File: config.mk
export PLATFORM = sky130hd
export DESIGN_NAME = uart_transceiver_flat
export DESIGN_NICKNAME = d
export VERILOG_FILES = /design/src/rtl/uart_pkg.sv /design/src/rtl/uart_transceiver_if.sv /design/src/rtl/uart_rx.sv /design/src/rtl/uart_tx.sv /design/src/rtl/uart_transceiver.sv /design/src/flat_wrapper.sv
export SDC_FILE = /design/constraint.sdc
export NUM_CORES = 1
export LEC_CHECK = 0
export CORE_MARGIN = 5
export CORE_UTILIZATION = 45
export CTS_BUF_LIST = sky130_fd_sc_hd__clkbuf_4 sky130_fd_sc_hd__clkbuf_8
export CTS_CLUSTER_DIAMETER = 50
export CTS_CLUSTER_SIZE = 28
export DETAILED_ROUTE_END_ITERATION = 10
export GPL_ROUTABILITY_DRIVEN = 0
export PLACE_DENSITY = 0.63
export SYNTH_ARGS = -nofsm -noshare
export SYNTH_HDL_FRONTEND = slang
export SYNTH_SLANG_ARGS = --single-unit
export TNS_END_PERCENT = 10
File: constraint.sdc
create_clock -name clk -period 2.45 [get_ports clk]
set_clock_uncertainty 0.05 [all_clocks]
set_input_delay 0.245 -clock clk [delete_from_list [all_inputs] [get_ports clk]]
set_output_delay 0.245 -clock clk [all_outputs]
set_load 0.01 [all_outputs]
File: src/rtl/uart_pkg.sv
// Shared UART types and default sizing for the transceiver slice.
package uart_pkg;
  localparam int DEF_DATA_W = 8;
  localparam int DEF_CPB    = 4;

  typedef enum logic [1:0] {TX_IDLE, TX_START, TX_DATA, TX_STOP} tx_state_e;
  typedef enum logic [1:0] {RX_IDLE, RX_START, RX_DATA, RX_STOP} rx_state_e;
endpackage

File: src/rtl/uart_transceiver_if.sv
// Parallel-side handshake plus serial lines of the UART transceiver.
interface uart_transceiver_if import uart_pkg::*; #(parameter int W = DEF_DATA_W);
  logic         enable;
  logic [W-1:0] i_data;
  logic         o_busy;
  logic         serial_out;
  logic         serial_in;
  logic [W-1:0] received_data;
  logic         data_is_valid;
  logic         rx_error;

  modport slave (
    input  enable, i_data, serial_in,
    output o_busy, serial_out, received_data, data_is_valid, rx_error
  );

  modport master (
    output enable, i_data, serial_in,
    input  o_busy, serial_out, received_data, data_is_valid, rx_error
  );
endinterface

File: src/rtl/uart_rx.sv
// Mid-bit sampling deserialiser with 2-FF input synchroniser and framing check.
module uart_rx import uart_pkg::*; #(
  parameter int W   = DEF_DATA_W,
  parameter int CPB = DEF_CPB
) (
  input  logic         clk,
  input  logic         reset,
  input  logic         serial,
  output logic [W-1:0] data,
  output logic         valid,
  output logic         error
);
  localparam int CW = $clog2(CPB);
  localparam int IW = (W > 1) ? $clog2(W) : 1;

  logic          sync1, line, prev;
  rx_state_e     state, state_n;
  logic [CW-1:0] cnt, cnt_n;
  logic [IW-1:0] idx, idx_n;
  logic [W-1:0]  sh, sh_n;
  logic [W-1:0]  data_n;
  logic          valid_n, error_n;
  logic          tick;

  assign tick = (cnt == '0);

  always_ff @(posedge clk or posedge reset) begin
    if (reset) begin
      sync1 <= 1'b1;
      line  <= 1'b1;
      prev  <= 1'b1;
    end else begin
      sync1 <= serial;
      line  <= sync1;
      prev  <= line;
    end
  end

  always_ff @(posedge clk or posedge reset) begin
    if (reset) begin
      state <= RX_IDLE;
      cnt   <= '0;
      idx   <= '0;
      sh    <= '0;
      data  <= '0;
      valid <= 1'b0;
      error <= 1'b0;
    end else begin
      state <= state_n;
      cnt   <= cnt_n;
      idx   <= idx_n;
      sh    <= sh_n;
      data  <= data_n;
      valid <= valid_n;
      error <= error_n;
    end
  end

  // Start needs a high-to-low transition, so a line stuck low after a
  // framing error cannot retrigger a frame.
  always_comb begin
    state_n = state;
    cnt_n   = cnt;
    idx_n   = idx;
    sh_n    = sh;
    data_n  = data;
    valid_n = 1'b0;
    error_n = 1'b0;
    if (state != RX_IDLE)
      cnt_n = tick ? CW'(CPB - 1) : cnt - 1'b1;
    case (state)
      RX_IDLE: begin
        cnt_n = '0;
        if (prev && !line) begin
          state_n = RX_START;
          cnt_n   = CW'(CPB / 2 - 1);
        end
      end
      RX_START: begin
        if (tick) begin
          idx_n   = '0;
          state_n = line ? RX_IDLE : RX_DATA;
        end
      end
      RX_DATA: begin
        if (tick) begin
          sh_n = {line, sh[W-1:1]};
          if (idx == IW'(W - 1)) state_n = RX_STOP;
          else                   idx_n   = idx + 1'b1;
        end
      end
      RX_STOP: begin
        if (tick) begin
          state_n = RX_IDLE;
          if (line) begin
            data_n  = sh;
            valid_n = 1'b1;
          end else begin
            error_n = 1'b1;
          end
        end
      end
      default: state_n = RX_IDLE;
    endcase
  end
endmodule

File: src/rtl/uart_tx.sv
// 8N1-style serialiser: start bit, W data bits LSB first, one stop bit.
module uart_tx import uart_pkg::*; #(
  parameter int W   = DEF_DATA_W,
  parameter int CPB = DEF_CPB
) (
  input  logic         clk,
  input  logic         reset,
  input  logic         enable,
  input  logic [W-1:0] data,
  output logic         busy,
  output logic         line
);
  localparam int CW = $clog2(CPB);
  localparam int IW = (W > 1) ? $clog2(W) : 1;

  tx_state_e     state, state_n;
  logic [CW-1:0] cnt, cnt_n;
  logic [IW-1:0] idx, idx_n;
  logic [W-1:0]  sh, sh_n;
  logic          busy_n, line_n;
  logic          last;

  assign last = (cnt == CW'(CPB - 1));

  always_ff @(posedge clk or posedge reset) begin
    if (reset) begin
      state <= TX_IDLE;
      cnt   <= '0;
      idx   <= '0;
      sh    <= '0;
      busy  <= 1'b0;
      line  <= 1'b1;
    end else begin
      state <= state_n;
      cnt   <= cnt_n;
      idx   <= idx_n;
      sh    <= sh_n;
      busy  <= busy_n;
      line  <= line_n;
    end
  end

  // Output registers are loaded with the value of the bit being entered,
  // so serial_out changes exactly on bit boundaries.
  always_comb begin
    state_n = state;
    cnt_n   = cnt;
    idx_n   = idx;
    sh_n    = sh;
    busy_n  = busy;
    line_n  = line;
    case (state)
      TX_IDLE: begin
        busy_n = 1'b0;
        line_n = 1'b1;
        if (enable) begin
          sh_n    = data;
          cnt_n   = '0;
          state_n = TX_START;
          busy_n  = 1'b1;
          line_n  = 1'b0;
        end
      end
      TX_START: begin
        cnt_n = cnt + 1'b1;
        if (last) begin
          cnt_n   = '0;
          idx_n   = '0;
          state_n = TX_DATA;
          line_n  = sh[0];
        end
      end
      TX_DATA: begin
        cnt_n = cnt + 1'b1;
        if (last) begin
          cnt_n = '0;
          if (idx == IW'(W - 1)) begin
            state_n = TX_STOP;
            line_n  = 1'b1;
          end else begin
            idx_n  = idx + 1'b1;
            sh_n   = sh >> 1;
            line_n = sh[1];
          end
        end
      end
      TX_STOP: begin
        cnt_n = cnt + 1'b1;
        if (last) begin
          cnt_n   = '0;
          state_n = TX_IDLE;
          busy_n  = 1'b0;
          line_n  = 1'b1;
        end
      end
      default: state_n = TX_IDLE;
    endcase
  end
endmodule

File: src/rtl/uart_transceiver.sv
// Full-duplex UART: independent TX and RX engines sharing one clock.
module uart_transceiver import uart_pkg::*; #(
  parameter int INPUT_DATA_WIDTH = DEF_DATA_W,
  parameter int CLOCKS_PER_BIT   = DEF_CPB
) (
  input logic                clk,
  input logic                reset,
  uart_transceiver_if.slave  bus
);
  uart_tx #(.W(INPUT_DATA_WIDTH), .CPB(CLOCKS_PER_BIT)) u_tx (
    .clk    (clk),
    .reset  (reset),
    .enable (bus.enable),
    .data   (bus.i_data),
    .busy   (bus.o_busy),
    .line   (bus.serial_out)
  );

  uart_rx #(.W(INPUT_DATA_WIDTH), .CPB(CLOCKS_PER_BIT)) u_rx (
    .clk    (clk),
    .reset  (reset),
    .serial (bus.serial_in),
    .data   (bus.received_data),
    .valid  (bus.data_is_valid),
    .error  (bus.rx_error)
  );
endmodule

File: src/flat_wrapper.sv
// flat-port wrapper written by rule: the top's interface ports become plain ports
module uart_transceiver_flat import uart_pkg::*;
#(
  parameter int INPUT_DATA_WIDTH = DEF_DATA_W,
  parameter int CLOCKS_PER_BIT   = DEF_CPB
)
  (clk, reset, bus_enable, bus_i_data, bus_serial_in, bus_o_busy, bus_serial_out, bus_received_data, bus_data_is_valid, bus_rx_error);
  uart_transceiver_if #(.W((8))) bus_i ();
  input logic clk;
  input logic reset;
  input wire logic [$bits(bus_i.enable)-1:0] bus_enable;
  input wire logic [$bits(bus_i.i_data)-1:0] bus_i_data;
  input wire logic [$bits(bus_i.serial_in)-1:0] bus_serial_in;
  output wire logic [$bits(bus_i.o_busy)-1:0] bus_o_busy;
  output wire logic [$bits(bus_i.serial_out)-1:0] bus_serial_out;
  output wire logic [$bits(bus_i.received_data)-1:0] bus_received_data;
  output wire logic [$bits(bus_i.data_is_valid)-1:0] bus_data_is_valid;
  output wire logic [$bits(bus_i.rx_error)-1:0] bus_rx_error;
  assign bus_i.enable = bus_enable;
  assign bus_i.i_data = bus_i_data;
  assign bus_i.serial_in = bus_serial_in;
  assign bus_o_busy = bus_i.o_busy;
  assign bus_serial_out = bus_i.serial_out;
  assign bus_received_data = bus_i.received_data;
  assign bus_data_is_valid = bus_i.data_is_valid;
  assign bus_rx_error = bus_i.rx_error;
  uart_transceiver #(.INPUT_DATA_WIDTH(INPUT_DATA_WIDTH), .CLOCKS_PER_BIT(CLOCKS_PER_BIT)) u_core (.clk(clk), .reset(reset), .bus(bus_i));
endmodule
# Word-level counts from Yosys, hierarchy flattened
# Index checks and enable logic that the tools add are counted.
# classes
n_mux,47
n_addsub,4
eq_ne,21
n_reduce_logical,21
# op_table
op,n
2-bit 2-to-1 mux,16
8-bit 2-to-1 mux,3
"2-bit != test, second input constant",12
3-bit 2-to-1 mux,6
2-bit one-hot mux with 4 select lines,2
8-bit one-hot mux with 2 select lines,1
1-bit 2-to-1 mux,14
3-bit one-hot mux with 2 select lines,2
4-bit AND reduction,3
2-bit nonzero test,6
"2-bit == test, second input constant",5
5-bit AND reduction,2
"3-bit by 1-bit adder with 3-bit output, second input constant",2
"3-bit == test, second input constant",2
2-bit zero test,3
3-bit AND reduction,2
"2-bit by 1-bit == test with 1-bit output, second input constant",2
1-bit one-hot mux with 4 select lines,1
2-bit one-hot mux with 2 select lines,1
2-bit AND reduction,2
3-bit OR reduction,1
"2-bit by 1-bit adder with 2-bit output, second input constant",1
1-bit one-hot mux with 2 select lines,1
"2-bit by 1-bit subtractor with 2-bit output, second input constant",1
other kinds (2),2
# word_totals
regBits,45
input_bits,12
word_cells,109
out_inout_bits,12

# Longest topological paths before layout
# Gate-level depths: netlist of the first run.
# depth
ltp_word,4
ltp_mapped,7

# Modules after synthesis
# Synthesis of the first run repeated with hierarchy kept, for this count alone.
# unflattened
hier_cells,163
hier_area_um2,2102.0
# modules_own_cells
mod,cells_per_inst,area_per_inst_um2,seq_area_each_um2,n_inst
uart_rx,79,1154.9,704.4,1
uart_tx,84,947.2,426.7,1

# Worst setup path after synthesis of the first run
# Ideal clock, no wire load.
# synth_timing
path_kind,reg-to-reg
start,register u_core.u_tx.idx[0]
end,register u_core.u_tx.sh[0]
path_buffers,0
arrival_ps,1706
path_slack_ps,569
stages_incl_launch_ff,6
required_time_ps,2275
cell_sequence,dfrtp_1 ha_1 ha_1 nand2b_1 a211oi_4 mux2_2
# synth_via
elab_chain_len,3
# synth_rtl
element,line,source
from (decl),uart_tx.sv:18,"logic [IW-1:0] idx, idx_n;"
from (signal assigned),uart_tx.sv:36,idx <= idx_n;
3-bit == test,uart_tx.sv:77,if (idx == IW'(W - 1)) begin
2-bit != test (no source line),-,
4-bit AND reduction (no source line),-,
to (signal assigned),uart_tx.sv:37,sh <= sh_n;
to (decl),uart_tx.sv:19,"logic [W-1:0] sh, sh_n;"
# No other way between the ends.
# A chain may end at the register's enable or synchronous reset.

# Final worst setup path of the first run
# layout_timing
start,register u_core.u_tx.idx[0]
end,register u_core.u_tx.sh[4]
# Same word-level chain as after synthesis.

==> results of run 1 <==
-- cells by family (layout without fill, tap and decap cells) --
family	count (synthesis)	count (layout)	synth area share [%]
flip-flops	45	45	55.0
multiplexers	34	34	18.6
AND/OR/NAND/NOR	29	29	7.06
AO/OA/AOI/OAI	26	26	9.25
buffers and inverters	16	44	3.41
adder cells (fa/ha/maj)	11	11	6.69
-- synth_stat cells --
| library cell | count | area, sq um |
|---|---|---|
| dfstp_2 | 4 | 105 |
| o21ai_0 | 11 | 55.1 |
| buf_4 | 1 | 7.51 |
| nor3_1 | 2 | 10.0 |
| ha_1 | 11 | 138 |
| o2bb2ai_1 | 3 | 26.3 |
| nor2_1 | 6 | 22.5 |
| o221a_2 | 1 | 11.3 |
| o32a_1 | 1 | 10.0 |
| a22oi_1 | 4 | 30.0 |
| nor2b_1 | 2 | 12.5 |
| nand2b_1 | 3 | 18.8 |
| nand3_1 | 1 | 5.00 |
| and2b_1 | 1 | 7.51 |
| inv_1 | 10 | 37.5 |
| dfrtp_1 | 41 | 1030 |
| a211oi_4 | 1 | 20.0 |
| and3b_1 | 1 | 8.76 |
| buf_2 | 5 | 25.0 |
| nand3b_1 | 1 | 7.51 |
| a22o_1 | 1 | 8.76 |
| nand2_1 | 9 | 33.8 |
| o21a_1 | 1 | 7.51 |
| mux2_2 | 33 | 372 |
| mux2i_1 | 1 | 10.0 |
| nand4_1 | 2 | 12.5 |
| a21oi_1 | 1 | 5.00 |
| or2_2 | 1 | 6.26 |
| o31ai_1 | 1 | 7.51 |
| a32oi_1 | 1 | 8.76 |
-- per-stage QoR --
| step | utilization, % | instance area [sq um] | instances | setup WS [ns] |
|---|---|---|---|---|
| floorplan | - | 2060 | 161 | 0.569 |
| global placement | 53.4 | 2340 | 233 | 0.485 |
| detailed placement | 53.4 | 2340 | 233 | 0.412 |
| CTS | 56.1 | 2460 | 241 | 0.396 |
| global route | 56.1 | 2460 | 241 | 0.330 |
| finish | 56.1 | 2460 | 241 | 0.414 |
-- tightest hold or removal path, stage by stage --
cell and delay (ns):
clkdlybuf4s50_1 0.40, inv_1 0.07, buf_4 0.24
-- routing by layer --
metal	vias to the layer above	GRT usage [%]	wire, microns
li1	613	-	-
met1	649	14.6	1520
met2	18	21.6	1770
met3	8	4.17	137
met4	0	4.64	67
met5	-	0	0
-- sequential cells by signal, indices dropped and copies added, names as in the netlist, 2 cells and up --
name               cells
u_core.u_rx.idx        3
u_core.u_rx.data       8
u_core.u_rx.cnt        2
u_core.u_tx.idx        3
u_core.u_rx.state      2
u_core.u_rx.sh         8
u_core.u_tx.cnt        2
u_core.u_tx.state      2
u_core.u_tx.sh         8
-- cell type report --
type / instances / area (sq um) / area share [%]
flip-flops and latches: 45 / 1130 / 46.0
multi-input cells: 100 / 855 / 34.7
repair buffers: 26 / 253 / 10.3
clock buffers: 6 / 82.6 / 3.36
well taps: 52 / 65.1 / 2.64
clock inverters: 2 / 37.5 / 1.53
inverters: 10 / 37.5 / 1.53
-- worst paths after layout --
check,depth (start not counted),slack [ns],endpoint,startpoint
max in group asynchronous,3,1.76,u_core.u_tx.line$_DFFE_PP1P_,reset
min in group clk,1,0.31,u_core.u_rx.sync1$_DFF_PP1_,bus_serial_in
min,3,0.24,u_core.u_rx.data[6]$_DFFE_PP0P_,reset
min reg2reg,0,0.31,u_core.u_rx.line$_DFF_PP1_,u_core.u_rx.sync1$_DFF_PP1_
max reg2reg,5,0.41,u_core.u_tx.sh[4]$_DFFE_PP0P_,u_core.u_tx.idx[0]$_DFFE_PP0P_
max,5,0.41,u_core.u_tx.sh[4]$_DFFE_PP0P_,u_core.u_tx.idx[0]$_DFFE_PP0P_
-- power by group through the flow --
stage | registers [uW] | logic (uW) | clock network, uW
finish | 1200 | 1130 | 573
global route | 1230 | 1270 | 632
CTS | 1200 | 1150 | 595
detailed placement | 1220 | 1140 | 0
global placement | 1190 | 1100 | 0
floorplan | 1150 | 902 | 0
==> impl_results.md, run 1 <==
* Outcome: finished clean
* Worst-Margin Slew at just over 0.5 ns
* Fraction of power consumed by sequential logic at approximately two fifths
* Antenna diodes at 0
* Post-synthesis sequential area ratio at 55.0%
* Leakage at between 0.001 and 0.0015 uW
* Hold-fix buffers at CTS at 0
* Max-Cap Viols at 0
* Max Fclk at a little under 500 MHz
* Worst-skew pair later-pin latency at ~0.29 ns
* RSZ-0062 raised after global routing: false
* Psw at about 950 uW
* Post-Synthesis Cells at between 150 and 200
* Setup CP Type: flop to flop
* Dpl hpwl at approximately 2.6 mm
* Gate power share at just under 40%
* Crit path cell chain: ha_1 -> ha_1 -> nand2b_1 -> a211oi_4 -> mux2_2
* Final ANT Viol Nets at 0
* Final slew viol count at 0
* Root buffer cell: clkbuf_8
* Vias in the first global route at ~1,400
* Critical path fanouts, max at 8
* Share of layout cells above drive strength 1 at 27.0%
* Drt pass-1 iters at 4
* Number of CTS-inserted buffers at 5
* Largest net degree at the start of global routing at 28
* Most frequent CP cell: ha_1
* Cell family with most CP delay: compound AO/OA/AOI/OAI gates
* Routed len/inst at between 10 and 15 microns
* CTS clk-pin slew, worst paths at 0.08 ns
* Total power at 2900 uW
* Tcrit/Tclk final at between 80% and 90%
* Worst hold path class: input pin to async pin
* DRC violations left at 0
* Vias/cell at around 5.3
* Worst Path Required at about 2.6 ns
* Area grow syn2layout at 19.7%
* Initial DRC Count at 47
* CTS tree: yes
* Die width at a little under 80 microns
* Final setup viols at 0
* Global-route wire length before repair at 6.24 mm
* P_int at 1960 uW
* WP buf/inv at 0
* CP max-delay cell: a211oi_4
* Congestion Overflow GR at 0
* Initial antenna violation count at 0
* Final Hold Fails at 0
* Ports at 24
* Fillcell total at between 300 and 400
* Via count at ~1,300
* Synthesized area at approximately 2000 sq um
* Row cnt at 24
* CTS sink cnt at 45
* Worst vdd rail ir drop at 0.000476 V
* CP Capture Type: flop
* #FFs+latches synth at 45
* Nets at about 210
* Leading cell types in the layout, fill and taps excluded: 41 x dfrtp_1, 33 x mux2_2, 23 x clkdlybuf4s50_1
* Crit path DAT at ~2.2 ns
* Post-Syn Nets at 184
* Crit start category: flop
* Tot GR Track Use at about an eighth
* Starting density of the core at around 47%
* Post-Route WL at 3.49 mm
* Switching share of power at between 30% and 40%
* Worst stage delay on the critical path at roughly 0.45 ns
* Most common cell after layout, fill and taps aside: dfrtp_1
* Post-CTS setup buffer count at 0
* Cts repair resizes at 0
* Core area at 4380 sq um
* Number of buffers added on ports at 23
* Syn Area/Cell at 12.8 sq um
* Synth cell types at 30
* Die ar. at 6020 sq um
* Setup TNS at 0 ns
* Clock network power share at around a fifth
* Clock Tree Buf Depth at 2
* WHS at approximately 0.24 ns
* Max_slew headroom at approximately two thirds
* Die Y at 77.6 microns
* PwrDens at roughly 1200 nW/um^2
* Synth warn at 0
* Crit path time final at 2.04 ns
* H-tree depth at 2
(Power assumes the default switching activity.)
==> run 2: changes to the inputs <==
clock period = 1.95 ns   (was 2.45 ns; I/O delays follow)
==> impl_results.md, run 2 (synthesis gave the netlist of run 1 again) <==
* Outcome: finished clean
* Cts repair resizes at 0
* Tot GR Track Use at roughly 13%
* Gate power share at 42.9%
* Hold-fix buffers at CTS at 0
* RSZ-0062 raised after global routing: false
* Most used routing layer: met2
* Worst Path Required at ~2.1 ns
* Global-route wire length before repair at between 6 and 7 mm
* Met3 usage in global routing at 3.82%
* Initial antenna violation count at 0
* Crit path time final at between 1.5 and 2 ns
* Core area at ~4400 sq um
* CTS clk-pin slew, worst paths at 0.08 ns
* Die ar. at 6020 sq um
* Leading cell types in the layout, fill and taps excluded: 41 x dfrtp_1, 33 x mux2_2, 23 x clkdlybuf4s50_1
* Tcrit/Tclk final at between 90 and 100%
* Psw at around 1200 uW
* Clock Tree Buf Depth at 2
* Vias in the first global route at around 1,400
* Row cnt at 24
* Critical path fanouts, max at 3
* Worst vdd rail ir drop at ~0.00069 V
* Max Fclk at 535 MHz
* Max-Cap Viols at 0
* Dpl hpwl at 2.69 mm
* PwrDens at 1450 nW/um^2
* Dpl cell area at 2400 sq um
* Die width at 77.6 microns
* Congestion Overflow GR at 0
* CTS tree: yes
* Crit path DAT at approximately 2.0 ns
* Crit start category: flop
* Setup CP Type: flop to flop
* P_int at 2390 uW
* Largest net degree at the start of global routing at 27
* Number of buffers added on ports at 23
* DRC violations left at 0
* Worst hold path class: input pin to async pin
* Worst-skew pair later-pin latency at around 0.29 ns
* Share of layout cells above drive strength 1 at between 20% and 30%
* Most common cell after layout, fill and taps aside: dfrtp_1
* Fraction of power consumed by sequential logic at between 40% and 50%
* Final ANT Viol Nets at 0
* Die Y at between 70 and 80 microns
* Drt pass-1 iters at 4
* H-tree depth at 2
* Vias/cell at ~5.3
* Clock network power share at 15.3%
* Worst-Margin Slew at 0.419 ns
* Antenna diodes at 0
* Post-CTS setup buffer count at 0
* Switching share of power at between 30% and 40%
* Fillcell total at about 370
* Root buffer cell: clkbuf_8
* Final instance area at around 2500 sq um
* Post-Route WL at ~3.6 mm
* Nets at approximately 220
* Initial DRC Count at 40
* Setup TNS at 0 ns
* Max_slew headroom at 72.0%
* Top Registers: u_core.u_rx.data (8), u_core.u_rx.sh (8), u_core.u_tx.sh (8)
* Final Hold Fails at 0
* Ports at 24
* Met2 usage at about a fifth
* GRT met1 Usage at around 16%
* Number of CTS-inserted buffers at 5
* Final setup viols at 0
* CTS sink cnt at 45
* Leakage at 0.00115 uW
* Via count at roughly 1,300
* Area grow syn2layout at 21.2%
* CP Capture Type: flop
* Starting density of the core at a little under half
* Final slew viol count at 0
* Routed len/inst at about 14 microns
-- run 2: cell types whose count changed in the layout (fill, tap and decap cells not counted) --
cell | previous run | this run
buf_6 | 0 | 1
buf_4 | 3 | 10
clkbuf_8 | 6 | 5
bufinv_16 | 1 | 0
clkinv_2 | 0 | 2
-- run 2: worst paths after layout --
path	from	to	slack, ns	cells past startpoint
worst min register to register	u_core.u_rx.sync1$_DFF_PP1_	u_core.u_rx.line$_DFF_PP1_	0.31	0
worst max-delay path	u_core.u_tx.idx[1]$_DFFE_PP0P_	u_core.u_tx.sh[1]$_DFFE_PP0P_	0.08	6
worst max register to register	u_core.u_tx.idx[1]$_DFFE_PP0P_	u_core.u_tx.sh[1]$_DFFE_PP0P_	0.08	6
worst min-delay path	reset	u_core.u_rx.sh[0]$_DFFE_PP0P_	0.22	3
min in group clk	bus_serial_in	u_core.u_rx.sync1$_DFF_PP1_	0.25	1
max in group asynchronous	reset	u_core.u_rx.sync1$_DFF_PP1_	1.32	3
-- run 2: worst max-delay path, stage by stage, from the launching register on --
cell and delay [ns]:
dfrtp_1 0.41, ha_1 0.21, ha_1 0.20, nand2b_1 0.17, a211oi_4 0.24, buf_4 0.16, mux2_2 0.32
-- run 2: power by group through the flow --
stage | Sequential, uW | Combinational (uW) | Clock (uW)
final | 1510 | 1550 | 555
after global routing | 1550 | 1720 | 615
after CTS | 1510 | 1550 | 580
after detailed placement | 1530 | 1540 | 0
after global placement | 1500 | 1470 | 0
after floorplan | 1450 | 1130 | 0
-- run 2: area by class of cell --
| cell class | instances | area [sq um] | share of cell area (%) |
|---|---|---|---|
| multi-input cells | 100 | 855 | 34.3 |
| well taps | 52 | 65.1 | 2.61 |
| inverters | 10 | 37.5 | 1.51 |
| clock inverters | 3 | 17.5 | 0.703 |
| flip-flops and latches | 45 | 1130 | 45.4 |
| clock buffers | 5 | 68.8 | 2.76 |
| repair buffers | 34 | 317 | 12.7 |
-- run 2: metal layers --
layer  share of wire (%)  wire (microns)
met5                   0               0
met4                 1.6              58
met3                 4.2             151
met2                  51            1830
met1                  43            1520
-- run 2: metrics by stage --
step / cells / hold slack [ns] / utilization (%) / total power, uW / worst slack [ns]
after floorplan: 161 / 0.149 / - / 2580 / 0.0694
after global placement: 241 / 0.298 / 54.8 / 2970 / 0.0835
after detailed placement: 241 / 0.299 / 54.8 / 3070 / 0.0615
after CTS: 249 / 0.218 / 56.7 / 3640 / 0.0379
after global routing: 249 / 0.242 / 56.8 / 3890 / 0.00552
final: 249 / 0.216 / 56.8 / 3620 / 0.0817
==> variant 1: new RTL, settings of run 1 <==
The package constant `DEF_CPB` goes from 4 to 8.
--- a/src/rtl/uart_pkg.sv
+++ b/src/rtl/uart_pkg.sv
@@ -3,3 +3,3 @@
   localparam int DEF_DATA_W = 8;
-  localparam int DEF_CPB    = 4;
+  localparam int DEF_CPB    = 8;
 
Formal check against the unedited RTL: not equivalent (a bounded check fails within 10 cycles, from zero or initial values and one cycle with reset high).
==> variant 1 against run 1 <==
Design area rose by 8.0%. Count of clock-buffer cells in the layout stayed put. Sequential cell count increased by 2. Highest routed layer unchanged. Wire length is 4.0% higher. Sequential share of layout area down 1.5 points. Setup slack got worse by 9.5 ps. Area after synthesis up 8.5%. Power shrank 2.0%. Combinational power is 4% lower. First-iteration DRC count up 51%.
==> variant 1: results (changes against run 1) <==
finish:
  buffer_area_share_pct: 9.69  # was 10.3%
  utilization_pct: 55.9  # was 56.1%
  largestRegisters: "u_core.u_rx.data x8, u_core.u_rx.sh x8, u_core.u_tx.sh x8"  # unchanged
  clockBufferCount: 6  # unchanged
  layout-drive-gt1-share_pct: 27.2  # was 27.0%
  antenna_cells: 0  # unchanged
  seq_area_mm2: 0.00118  # was 0.00113 mm²
  inverters_excl_clock: 15  # was 10
  multi_input_cells: 107  # was 100
  nFillCells: 400  # was 382
  multiInputGateArea_um2: 962  # was 855 µm²
  buffers: 25  # was 26
  fin_nets: 226  # was 211
  clk_share_pct: 4.42  # was 4.88%
yosys:
  synth_cell_type_count: 38  # was 30
  syn_avg_cell_area_um2: 12.8  # about the same
  seq_area_frac_synth_pct: 52.9  # was 55.0%
  synth_common_cells: "dfrtp_1 (43), mux2_2 (25), inv_1 (14), ha_1 (13)"  # was dfrtp_1 (41), mux2_2 (33), ha_1 (11), o21ai_0 (11), inv_1 (10)
  synth_ff_type: "dfrtp_1"  # unchanged
  ys_top_cells_by_area: "dfrtp_1 (48%), mux2_2 (13%), ha_1 (7.3%), mux2_4 (5.4%), dfstp_2 (4.7%)"  # was dfrtp_1 (50%), mux2_2 (18%), ha_1 (6.7%), dfstp_2 (5.1%), o21ai_0 (2.7%)
  async_reset_ff_share_pct: 100  # unchanged
  synthCells: 174  # was 161
  synth_nets: 199  # was 184
routing:
  vias: 1385  # was 1288
  drtIter0Drc: 71  # was 47
  drtPass1Iterations: 4  # unchanged
  wl_met1_mm: 1.59  # was 1.52 mm
  routed_wl_mm: 3.63  # was 3.49 mm
  via_per_inst: 5.15  # was 5.34
  wl_met2_mm: 1.88  # was 1.77 mm
  routed.top_layer: "met4"  # unchanged
  wl_met3_um: 110  # was 137 µm
power_and_ir_drop:
  p_leak_uw: 0.00123  # was 0.00113 µW
  ir_drop_uv: 612  # was 476 µV
global_route:
  met2_usage_pct: 22.0  # was 21.6%
  antenna_found_initial: 0  # unchanged
  grt_pass1_wl_mm: 6.40  # was 6.24 mm
  grt_max_degree: 25  # was 28
  track_usage_pct: 12.6  # about the same
  met1_usage_pct: 14.9  # was 14.6%
  grtUsageMet3_pct: 2.91  # was 4.17%
cts:
  root_buffer: "clkbuf_8"  # unchanged
  cts_max_level: 2  # unchanged
  cts_sinks: 47  # was 45
  insertion_delay_ps: 290  # about the same
  cts.clk_slew.worst_paths_ps: 90
  cts-resized-gates: 0  # unchanged
  cts-buffers-inserted: 5  # unchanged
place:
  placed_cell_area_mm2: 0.00254  # was 0.00234 mm²
  post-dp-hpwl_mm: 2.74  # was 2.62 mm
  numPlacedInstances: 261  # was 233
  port_buffers: 23  # unchanged
worst_setup_path:
  regToRegStartpoint: "u_core.u_tx.idx[0]"  # unchanged
  worst_setup_path_start_kind: "flop"  # unchanged
  crit_path_end: "u_core.u_tx.sh[2]"  # was u_core.u_tx.sh[4]
  crit_arrival_ps: 2170  # about the same
status:
  status: "finished clean"  # unchanged
timing:
  worst_pin_slew_ps: 848  # was 507 ps
[variant 1: worst max-delay path: stages, from the launching register on]
cell and delay (ps):
dfrtp_1 410, ha_1 240, ha_1 210, nand2b_1 170
a211oi_4 460, mux2_2 390
[variant 1: metrics by stage]
step	hold slack, ps	setup slack (ps)
floorplan	199	569
global placement	297	478
detailed placement	299	409
CTS	299	395
global route	290	300
finish	273	404
[variant 1: kinds of logic after synthesis]
family / Yosys count / share of synthesized area (%)
AND/OR/NAND/NOR: 31 / 7.96
buffers and inverters: 20 / 3.93
multiplexers: 34 / 18.5
AO/OA/AOI/OAI: 29 / 9.42
flip-flops: 47 / 52.9
adder cells (fa/ha/maj): 13 / 7.29
[variant 1: where the power goes]
group	internal (µW)	total (µW)	switching (µW)
Combinational	584	1090	506
Clock	330	575	245
Sequential	1020	1180	164
Total	1930	2850	914
==> variant 2: new RTL, config.mk and constraints of run 1 <==
Without the edit above. The 4 states of `tx_state_e` get a one-hot encoding in 4 bits.
--- a/src/rtl/uart_pkg.sv
+++ b/src/rtl/uart_pkg.sv
@@ -5,3 +5,3 @@
 
-  typedef enum logic [1:0] {TX_IDLE, TX_START, TX_DATA, TX_STOP} tx_state_e;
+  typedef enum logic [3:0] {TX_IDLE = 4'b0001, TX_START = 4'b0010, TX_DATA = 4'b0100, TX_STOP = 4'b1000} tx_state_e;
   typedef enum logic [1:0] {RX_IDLE, RX_START, RX_DATA, RX_STOP} rx_state_e;
Check against the original RTL: same outputs for any inputs over 10 cycles, from zero or initial values and one cycle with reset high; not proved beyond that.
==> variant 2 against run 1 <==
Area after synthesis increased by 6.6%. Setup slack improved by 51 ps. Combinational power decreased by 38%. Cell count increased by 25%. Clock power increased by 15%. Utilization decreased by 0.48 points. Sequential cell count increased by 2. Count of clock-buffer cells in the layout decreased by 1. Wire length increased by 8.3%. Synthesized cell count increased by 29%. Design area increased by 6.8%. Global-route usage increased by 1.1 points. Power decreased by 11%.
==> variant 2: results (changes against run 1) <==
status:
  status: "finished clean"  # unchanged
yosys:
  ys_top_cells_by_area: "dfrtp_1 (48%), dfstp_2 (6.0%), nand2_1 (5.8%), mux2_2 (5.1%), ha_1 (4.0%)"  # was dfrtp_1 (50%), mux2_2 (18%), ha_1 (6.7%), dfstp_2 (5.1%), o21ai_0 (2.7%)
  synth_cell_type_count: 42  # was 30
  seq_area_frac_synth_pct: 54.0  # was 55.0%
  synth_common_cells: "dfrtp_1 (42), nand2_1 (34), nor2_1 (17), a21oi_1 (10), mux2_2 (10)"  # was dfrtp_1 (41), mux2_2 (33), ha_1 (11), o21ai_0 (11), inv_1 (10)
  synth_nets: 226  # was 184
worst_setup_path:
  slowest_delay_ps: 430  # was 450 ps
  cp_slowest_cell: "or3b_1"  # was a211oi_4
  cp_max_fo: 16  # was 8
  ff2ff_path_depth: 6  # was 5
finish:
  finalNonFillerCells: 301  # was 241
  fin_nets: 252  # was 211
  layout-drive-gt1-share_pct: 15.0  # was 27.0%
power_and_ir_drop:
  ir_drop_uv: 424  # was 476 µV
  totalPowerFinal_uw: 2570  # was 2900 µW
  p_leak_uw: 0.00118  # was 0.00113 µW
cts:
  cts-buffers-inserted: 5  # unchanged
place:
  dp_slack_ps: 461  # was 412 ps
  placed_cell_area_mm2: 0.00249  # was 0.00234 mm²
  post-dp-hpwl_mm: 2.71  # was 2.62 mm
global_route:
  grt_max_degree: 26  # was 28
  track_usage_pct: 13.7  # was 12.6%
  grt_pass1_wl_mm: 6.90  # was 6.24 mm
  grt_pass1_vias: 1574  # was 1393
routing:
  drtIter0Drc: 43  # was 47
  wl_per_cell_um: 12.5  # was 14.5 µm
timing:
  relSlewSlack_pct: 66.8  # was 66.1%
variant 2: cell types whose count changed after synthesis, sizes merged, moves of 3 or more:
| cell | change |
|---|---|
| nand2 | +25 |
| mux2 | -23 |
| a21oi | +11 |
| nor2 | +11 |
| mux2i | +6 |
| nor3 | +5 |
| a22o | +4 |
| a22oi | -4 |
| clkbuf | +4 |
| ha | -4 |
| inv | -3 |
| o21ai | -3 |
| o2bb2ai | -3 |
variant 2: power by group:
group | total, µW | internal, µW | switching [µW]
clock network | 661 | 407 | 254
logic | 702 | 368 | 335
registers | 1210 | 1010 | 203
total | 2570 | 1780 | 792
variant 2: final timing paths:
kind | endpoint | slack [ps]
worst max-delay path | u_core.u_tx.sh[3] | 460
worst min-delay path | u_core.u_rx.sh[7] | 230
worst max register to register | u_core.u_tx.sh[3] | 460
worst min register to register | u_core.u_rx.line | 310
max in group asynchronous | u_core.u_tx.busy | 1560
min in group clk | u_core.u_rx.sync1 | 300
variant 2: final cells by class:
class | count | area, µm²
multi-input cells | 142 | 921
repair buffers | 29 | 275
flip-flops and latches | 47 | 1180
fillers | 426 | 2090
inverters | 8 | 30.0
clock inverters | 3 | 67.6
well taps | 67 | 83.8
clock buffers | 5 | 68.8
variant 2: cell families after synthesis:
family | synth area share (%)
AND/OR/NAND/NOR | 16.7
flip-flops | 54.0
AO/OA/AOI/OAI | 12.6
buffers and inverters | 4.00
multiplexers | 8.34
adder cells (fa/ha/maj) | 4.00
XOR/XNOR | 0.400
variant 2: routing by layer:
layer  wire, µm  vias up  GRT usage [%]
met3        128        4           4.18
li1           -      766              -
met4         40        0           4.56
met2       1730       20           22.0
met1       1880      702           17.7
met5          0        -              0
